==> src/rtl/wb_port_arbiter_pkg.sv <==
// Shared types and widths for the register-file write-port arbiter.
package rvx10p_wb_pkg;

  localparam int unsigned REG_ADDR_W = 5;
  localparam int unsigned XLEN       = 32;
  localparam int unsigned NUM_REGS   = 32;

  typedef struct packed {
    logic [REG_ADDR_W-1:0] rd;
    logic [XLEN-1:0]       data;
  } wb_entry_t;

endpackage

==> src/rtl/wb_port_arbiter_if.sv <==
// Bundle of pipeline WB, long-unit, decode and register-file port signals.
interface wb_port_arbiter_if;
  import rvx10p_wb_pkg::*;

  logic                  RegWriteW;
  logic [REG_ADDR_W-1:0] RdW;
  logic [XLEN-1:0]       ResultW;
  logic                  LongValid;
  logic [REG_ADDR_W-1:0] LongRd;
  logic [XLEN-1:0]       LongResult;
  logic                  LongReady;
  logic                  IssueLong;
  logic [REG_ADDR_W-1:0] IssueRd;
  logic [REG_ADDR_W-1:0] Rs1D;
  logic [REG_ADDR_W-1:0] Rs2D;
  logic [REG_ADDR_W-1:0] RdD;
  logic                  BusyStallD;
  logic                  StallPipe;
  logic                  RegWrite;
  logic [REG_ADDR_W-1:0] WriteRd;
  logic [XLEN-1:0]       WriteData;

  modport master (
    output RegWriteW, RdW, ResultW, LongValid, LongRd, LongResult,
           IssueLong, IssueRd, Rs1D, Rs2D, RdD,
    input  LongReady, BusyStallD, StallPipe, RegWrite, WriteRd, WriteData
  );

  modport slave (
    input  RegWriteW, RdW, ResultW, LongValid, LongRd, LongResult,
           IssueLong, IssueRd, Rs1D, Rs2D, RdD,
    output LongReady, BusyStallD, StallPipe, RegWrite, WriteRd, WriteData
  );

endinterface

==> src/rtl/wb_pending_fifo.sv <==
// Small FIFO holding long-unit results until an idle write-port slot appears.
module wb_pending_fifo
  import rvx10p_wb_pkg::*;
#(
  parameter int unsigned DEPTH = 2
) (
  input  logic      clk,
  input  logic      reset,
  input  logic      i_push,
  input  logic      i_pop,
  input  wb_entry_t i_data,
  output wb_entry_t o_head,
  output logic      o_full,
  output logic      o_empty
);

  localparam int unsigned AW = $clog2(DEPTH);

  wb_entry_t   r_mem [DEPTH];
  logic [AW:0] r_wptr;
  logic [AW:0] r_rptr;
  logic        w_push;
  logic        w_pop;

  // Extra pointer MSB distinguishes full from empty when the indices match.
  assign o_empty = (r_wptr == r_rptr);
  assign o_full  = (r_wptr[AW] != r_rptr[AW]) && (r_wptr[AW-1:0] == r_rptr[AW-1:0]);
  assign w_push  = i_push && !o_full;
  assign w_pop   = i_pop && !o_empty;
  assign o_head  = r_mem[r_rptr[AW-1:0]];

  always_ff @(posedge clk) begin
    if (reset) begin
      r_wptr <= '0;
      r_rptr <= '0;
    end else begin
      if (w_push) r_wptr <= r_wptr + 1'b1;
      if (w_pop)  r_rptr <= r_rptr + 1'b1;
    end
  end

  always_ff @(posedge clk) begin
    if (w_push) r_mem[r_wptr[AW-1:0]] <= i_data;
  end

endmodule

==> src/rtl/wb_port_arbiter.sv <==
// Shares the register-file write port between pipeline WB and buffered long-unit
// results, with a busy scoreboard for Decode and a starvation bubble request.
module wb_port_arbiter
  import rvx10p_wb_pkg::*;
#(
  parameter int unsigned DEPTH        = 2,
  parameter int unsigned STARVE_LIMIT = 4
) (
  input  logic              clk,
  input  logic              reset,
  wb_port_arbiter_if.slave  bus
);

  localparam int unsigned     CW      = $clog2(STARVE_LIMIT + 1);
  localparam logic [CW-1:0]   LIMIT_C = CW'(STARVE_LIMIT);

  logic [CW-1:0]       r_count;
  logic [NUM_REGS-1:0] r_busy;
  logic [NUM_REGS-1:0] w_busy_next;
  logic                w_pipe_own;
  logic                w_head_write;
  logic                w_push;
  logic                w_full;
  logic                w_empty;
  wb_entry_t           w_head;
  wb_entry_t           w_in;

  assign w_pipe_own   = bus.RegWriteW && (bus.RdW != '0);
  assign w_head_write = !w_empty && !w_pipe_own;
  assign w_push       = bus.LongValid && !w_full && (bus.LongRd != '0);
  assign w_in.rd      = bus.LongRd;
  assign w_in.data    = bus.LongResult;

  wb_pending_fifo #(.DEPTH(DEPTH)) u_fifo (
    .clk     (clk),
    .reset   (reset),
    .i_push  (w_push),
    .i_pop   (w_head_write),
    .i_data  (w_in),
    .o_head  (w_head),
    .o_full  (w_full),
    .o_empty (w_empty)
  );

  always_comb begin
    bus.RegWrite  = 1'b0;
    bus.WriteRd   = '0;
    bus.WriteData = '0;
    if (w_pipe_own) begin
      bus.RegWrite  = 1'b1;
      bus.WriteRd   = bus.RdW;
      bus.WriteData = bus.ResultW;
    end else if (!w_empty) begin
      bus.RegWrite  = 1'b1;
      bus.WriteRd   = w_head.rd;
      bus.WriteData = w_head.data;
    end
  end

  // Set is applied after clear so a same-register collision leaves the bit busy.
  always_comb begin
    w_busy_next = r_busy;
    if (w_head_write) w_busy_next[w_head.rd] = 1'b0;
    if (bus.IssueLong && (bus.IssueRd != '0)) w_busy_next[bus.IssueRd] = 1'b1;
    w_busy_next[0] = 1'b0;
  end

  always_ff @(posedge clk) begin
    if (reset) r_busy <= '0;
    else       r_busy <= w_busy_next;
  end

  always_ff @(posedge clk) begin
    if (reset || w_empty || w_head_write) r_count <= '0;
    else if (r_count != LIMIT_C)          r_count <= r_count + 1'b1;
  end

  assign bus.LongReady  = !w_full;
  assign bus.StallPipe  = (r_count == LIMIT_C);
  assign bus.BusyStallD = r_busy[bus.Rs1D] | r_busy[bus.Rs2D] | r_busy[bus.RdD];

endmodule

==> src/flat_wrapper.sv <==
// flat-port wrapper written by rule: the top's interface ports become plain ports
module wb_port_arbiter_flat import rvx10p_wb_pkg::*;
#(
  parameter int unsigned DEPTH        = 2,
  parameter int unsigned STARVE_LIMIT = 4
)
  (clk, reset, bus_RegWriteW, bus_RdW, bus_ResultW, bus_LongValid, bus_LongRd, bus_LongResult, bus_IssueLong, bus_IssueRd, bus_Rs1D, bus_Rs2D, bus_RdD, bus_LongReady, bus_BusyStallD, bus_StallPipe, bus_RegWrite, bus_WriteRd, bus_WriteData);
  wb_port_arbiter_if bus_i ();
  input  logic clk;
  input  logic reset;
  input wire logic [$bits(bus_i.RegWriteW)-1:0] bus_RegWriteW;
  input wire logic [$bits(bus_i.RdW)-1:0] bus_RdW;
  input wire logic [$bits(bus_i.ResultW)-1:0] bus_ResultW;
  input wire logic [$bits(bus_i.LongValid)-1:0] bus_LongValid;
  input wire logic [$bits(bus_i.LongRd)-1:0] bus_LongRd;
  input wire logic [$bits(bus_i.LongResult)-1:0] bus_LongResult;
  input wire logic [$bits(bus_i.IssueLong)-1:0] bus_IssueLong;
  input wire logic [$bits(bus_i.IssueRd)-1:0] bus_IssueRd;
  input wire logic [$bits(bus_i.Rs1D)-1:0] bus_Rs1D;
  input wire logic [$bits(bus_i.Rs2D)-1:0] bus_Rs2D;
  input wire logic [$bits(bus_i.RdD)-1:0] bus_RdD;
  output wire logic [$bits(bus_i.LongReady)-1:0] bus_LongReady;
  output wire logic [$bits(bus_i.BusyStallD)-1:0] bus_BusyStallD;
  output wire logic [$bits(bus_i.StallPipe)-1:0] bus_StallPipe;
  output wire logic [$bits(bus_i.RegWrite)-1:0] bus_RegWrite;
  output wire logic [$bits(bus_i.WriteRd)-1:0] bus_WriteRd;
  output wire logic [$bits(bus_i.WriteData)-1:0] bus_WriteData;
  assign bus_i.RegWriteW = bus_RegWriteW;
  assign bus_i.RdW = bus_RdW;
  assign bus_i.ResultW = bus_ResultW;
  assign bus_i.LongValid = bus_LongValid;
  assign bus_i.LongRd = bus_LongRd;
  assign bus_i.LongResult = bus_LongResult;
  assign bus_i.IssueLong = bus_IssueLong;
  assign bus_i.IssueRd = bus_IssueRd;
  assign bus_i.Rs1D = bus_Rs1D;
  assign bus_i.Rs2D = bus_Rs2D;
  assign bus_i.RdD = bus_RdD;
  assign bus_LongReady = bus_i.LongReady;
  assign bus_BusyStallD = bus_i.BusyStallD;
  assign bus_StallPipe = bus_i.StallPipe;
  assign bus_RegWrite = bus_i.RegWrite;
  assign bus_WriteRd = bus_i.WriteRd;
  assign bus_WriteData = bus_i.WriteData;
  wb_port_arbiter #(.DEPTH(DEPTH), .STARVE_LIMIT(STARVE_LIMIT)) u_core (.clk(clk), .reset(reset), .bus(bus_i));
endmodule
==> config.mk <==
export PLATFORM = sky130hd
export DESIGN_NAME = wb_port_arbiter_flat
export DESIGN_NICKNAME = d
export VERILOG_FILES = /design/src/rtl/wb_port_arbiter_pkg.sv /design/src/rtl/wb_port_arbiter_if.sv /design/src/rtl/wb_pending_fifo.sv /design/src/rtl/wb_port_arbiter.sv /design/src/flat_wrapper.sv
export SDC_FILE = /design/constraint.sdc
export NUM_CORES = 1
export LEC_CHECK = 0
export BUFFER_PORTS_ARGS = -buffer_cell sky130_fd_sc_hd__buf_4
export CAP_MARGIN = 20
export CORE_MARGIN = 4
export CORE_UTILIZATION = 58
export DETAILED_ROUTE_END_ITERATION = 7
export PLACE_DENSITY = 0.93
export SLEW_MARGIN = 25
export SYNTH_ARGS = -nofsm -noshare
export SYNTH_HDL_FRONTEND = slang
export SYNTH_HIERARCHICAL = 1
export SYNTH_SLANG_ARGS = --single-unit
export TNS_END_PERCENT = 50
==> constraint.sdc <==
create_clock -name clk -period 8.4 [get_ports clk]
set_input_delay 0.42 -clock clk [delete_from_list [all_inputs] [get_ports clk]]
set_output_delay 0.42 -clock clk [all_outputs]
set_load 0.005 [all_outputs]
==> flow_results.org <==
** Route
- Post-route ant nets :: 0
- DR vias/cell :: 6.160
- Violation count after the first detailed-route iteration :: 427
- The routed layout has between 5000 and 6000 vias.
- In the routed design, unresolved DRC markers number 0.
- Before antenna repair, the detailed router went through 7 iterations.
- Final wirelength :: 16.61 mm
- In the final routed layout, each cell accounts on average for roughly 20 µm.

** Power
- Leakage component of the power :: 2.969 nW
- Net switching is 28.44% of the power.
- Worst vdd ir :: about 200 µV
- Switching component of the power :: 495.7 µW
- Cell Int Power :: between 1 and 1.5 mW
- Comb power frac :: 24.3%
- Clock share of power :: a little under two fifths
- Sequential cells account for 38.8% of the total power.
- Pwr Density :: 233.4 mW/mm²

** Critical path
- Register-to-register setup slack :: a little over 5000 ps
- Total number of cells along the worst setup path :: 6
- The most critical setup path has its startpoint at u_core/u_fifo/r_rptr[0]$_SDFFE_PP0P_.
- Data on the critical path arrives at its endpoint at approximately 3600 ps.
- In this run the critical register-to-register path is captured at u_core/r_busy[21]$_SDFF_PP0_.
- End of the critical path :: bus_WriteRd[2]
- STA classifies the critical path endpoint as an output pin.
- Family with the most delay on the worst path :: simple AND/OR/NAND/NOR gates
- Data required time at the worst endpoint :: 7980 ps
- Measured in cells, the most critical reg-to-reg path has a length of 6.
- Critical path launch point type :: register
- The setup path with the least slack is of type register to output pin.
- Maximum net fanout on the critical path :: 35
- On the critical path, the stage with the largest delay is an instance of sky130_fd_sc_hd__clkinv_1.
- Max incr delay on CP :: 960 ps
- Count of buffering cells on the critical path with inverters included :: 2
- The startpoint identified for the worst register-to-register timing path is u_core/u_fifo/r_rptr[0]$_SDFFE_PP0P_.
- Critical-path cell list :: xor2_1, nor2_1, clkinv_1, nand3_2, nand2_1, buf_4

** Clock tree
- Clock Root Buffer :: sky130_fd_sc_hd__clkbuf_8
- The clock passes through at most 2 buffers.
- After clock tree synthesis, the flow added hold-fix buffers numbering 0.
- Clock insertion delay at the later pin of the skew report :: 520 ps
- Clock transition at the register clock pins on the worst setup and hold paths after CTS :: 60 ps
- TritonCTS built the clock tree.
- Clock tree synthesis found a total of 113 sinks.
- # resized after CTS :: 0
- Clock buffer count from CTS :: 17
- CTS HTree Levels :: 4
- Post-CTS Repair Setup Buffers :: 0

** STA
- Slew Limit Headroom :: 30.96%
- Setup repair after global routing left no endpoint under its margin.
- For the final database, setup skew stands at 7.657 ps.
- Count of final max-slew check failures :: 0
- The number of hold-slack violations in the final timing report was 0.
- Setup TNS after final layout :: 0 ps
- Final critical-path share of the clock period :: 47.58%
- Actual transition at the worst max-transition pin :: just over 1000 ps
- Final setup vio count :: 0
- Minimum clock period :: roughly 4000 ps
- Top achievable clock speed :: 0.2502 GHz

** GRT
- Tot GR Track Use :: 29.47%
- After global routing the overflow that remains totals 0.
- The number of antenna violations at the first check in global routing is 0.
- Entering global routing, the biggest net connects 39 pins.
- Wire length of the first global-routing pass :: 26.35 mm
- Via count of the first global-routing pass :: 5294

** Layout
- Layout-stage area growth over the synthesis result :: 27.74%
- Final-stage net count :: 783
- The top cell types in the final layout, fill and taps aside, are sky130_fd_sc_hd__buf_4, sky130_fd_sc_hd__nand2_1, sky130_fd_sc_hd__edfxtp_1.
- Leading cell type in the layout, fill and taps excluded :: sky130_fd_sc_hd__buf_4
- For this run, the share of the core covered by cells in the final layout is 76.40%.
- Of the cells placed in the final design, the portion with a size suffix greater than 1 is around 33%.
- Once layout is complete, the cells apart from fillers number 827.
- The repair_antennas step left the layout with diodes totalling 0.

** Synthesis
- For this run, the leading register cell type out of synthesis is sky130_fd_sc_hd__edfxtp_1.
- In this run, synthesis inferred 74 flip-flops with an integrated enable.
- Post-synthesis instance area :: 0.005846 mm²
- After synthesis the netlist holds a flip-flop and latch count of 113.
- The number of nets handed over by synthesis was 656.
- Summing the sequential cell areas from Yosys gives 51.37% of the chip area.
- Top cell type's share of synthesized area :: 38.01%
- Of all cell types, the one taking the most synthesized area is sky130_fd_sc_hd__edfxtp_1.
- Share of synthesized flip-flops with an asynchronous set or reset :: 0%
- Syn Area/Cell :: 10.53 µm²
- Synth Instances :: ~560
- Yosys printed 6 warnings.
- Synth top area cells :: sky130_fd_sc_hd__edfxtp_1, sky130_fd_sc_hd__dfxtp_1, sky130_fd_sc_hd__mux2_2, sky130_fd_sc_hd__nand2_1, sky130_fd_sc_hd__mux4_2
- The number of different library cells used by synthesis comes to 56.

** Flow run
- The tool flagged a number of max-cap violations equal to 0.

** Die
- Floorplan die width :: 108.4 µm
- Initial standard-cell utilization of the core :: 59.81%
- The total area inside the core boundary comes to a little under 0.01 mm².
- The die covers approximately 0.012 mm².
- For this design the top-level I/O count stands at 140.
- Die height :: 108.4 µm
- Number of rows in the core area :: 36

** Outcome
- Run status :: finished, final reports clean

** Placed design
- At the end of routability-driven placement, the weighted congestion stood at 0.9488.
- Including well taps, the total number of placed cells is 796.
- # port buffers :: 139
- Sum of net half-perimeters after detailed placement :: 11.13 mm

** Worst hold path
- Worst min path class :: input pin to register
==> metrics by stage <==
stage                     area, µm²  hold slack, ps  setup slack (ps)  total power, mW
after detailed placement       6935           505.5              5165            1.093
after global placement         6934           487.9              5236            1.078
after global routing           7467           59.86              4182            1.812
after floorplan                5846           464.3              4943           0.9280
final                          7467           80.96              4403            1.743
after CTS                      7467           64.48              4492            1.742
==> flip-flops by register name (all words and copies together) (netlist names), named ones only <==
signal / count
u_core/u_fifo/r_mem: 74
u_core/r_busy: 31
u_core/r_count: 3
u_core/u_fifo/r_rptr: 2
u_core/u_fifo/r_wptr: 2
==> worst register-to-register path: cells and delay by family (launching register included) <==
family	cells	cell delay, ps
AND/OR/NAND/NOR	2	1150
buffers and inverters	1	960
flip-flops	1	530
AO/OA/AOI/OAI	2	380
XOR/XNOR	1	150
==> power by group through the flow <==
stage	combinational (mW)	sequential [mW]	clock [mW]
global route	0.455	0.680	0.678
floorplan	0.252	0.676	0
finish	0.424	0.676	0.642
detailed placement	0.408	0.686	0
CTS	0.420	0.676	0.647
global placement	0.398	0.680	0
==> per-layer routing <==
layer / up-vias / wire length (µm) / track usage [%]
li1: 2289 / - / -
met2: 346 / 8442 / 51.24
met5: - / 0 / 0
met4: 0 / 606 / 14.07
met1: 2395 / 5784 / 33.40
met3: 64 / 1774 / 8.358
==> cells by family (layout without fill, tap and decap cells) <==
logic type      Yosys count  after routing  share of synthesized area, %
compound gates           96             96                         10.04
mux                      70             70                         16.18
xor+xnor                  4              4                        0.7279
buf+inv                  43            182                         3.296
flops                   113            113                         51.37
fa+ha+maj                 2              2                        0.4280
simple gates            227            227                         17.96
==> synth_stat cells, drive strengths merged, types with 3 or more instances <==
cell,n
clkbuf,20
inv,7
dfxtp,39
a2111oi,5
nor4b,4
o21ai,35
nor2b,13
nand4,3
a21oi,35
edfxtp,74
nor4,3
a22o,5
a311oi,3
mux2i,12
nand2,120
nor3,3
nand3,41
mux4,14
nor2,20
nand2b,6
nand3b,3
buf,15
mux2,44
==> worst min-delay path by stage <==
stage / start / endpoint / slack (ps) / depth (start not counted)
2_1_floorplan: u_core/r_busy[15]$_SDFF_PP0_ / u_core/r_busy[15]$_SDFF_PP0_ / 460 / 2
3_3_place_gp: u_core/r_busy[14]$_SDFF_PP0_ / u_core/r_busy[14]$_SDFF_PP0_ / 490 / 2
3_5_place_dp: u_core/r_busy[22]$_SDFF_PP0_ / u_core/r_busy[22]$_SDFF_PP0_ / 510 / 2
4_1_cts: bus_LongResult[20] / u_core/u_fifo/r_mem[1][20]$_DFFE_PP_ / 60 / 1
5_1_grt: bus_LongResult[14] / u_core/u_fifo/r_mem[0][14]$_DFFE_PP_ / 60 / 1
6_report: bus_LongResult[20] / u_core/u_fifo/r_mem[0][20]$_DFFE_PP_ / 80 / 1
==> area by class of cell <==
class / count / area (µm²)
clock inverter: 7 / 60.06
multi-input combinational: 399 / 2663
fill: 567 / 2307
tap: 133 / 166.4
inverter: 8 / 30.03
clock buffer: 24 / 471.7
timing repair buffer: 143 / 1074
sequential: 113 / 3003
No activity file was read; power rests on OpenSTA's default activity.
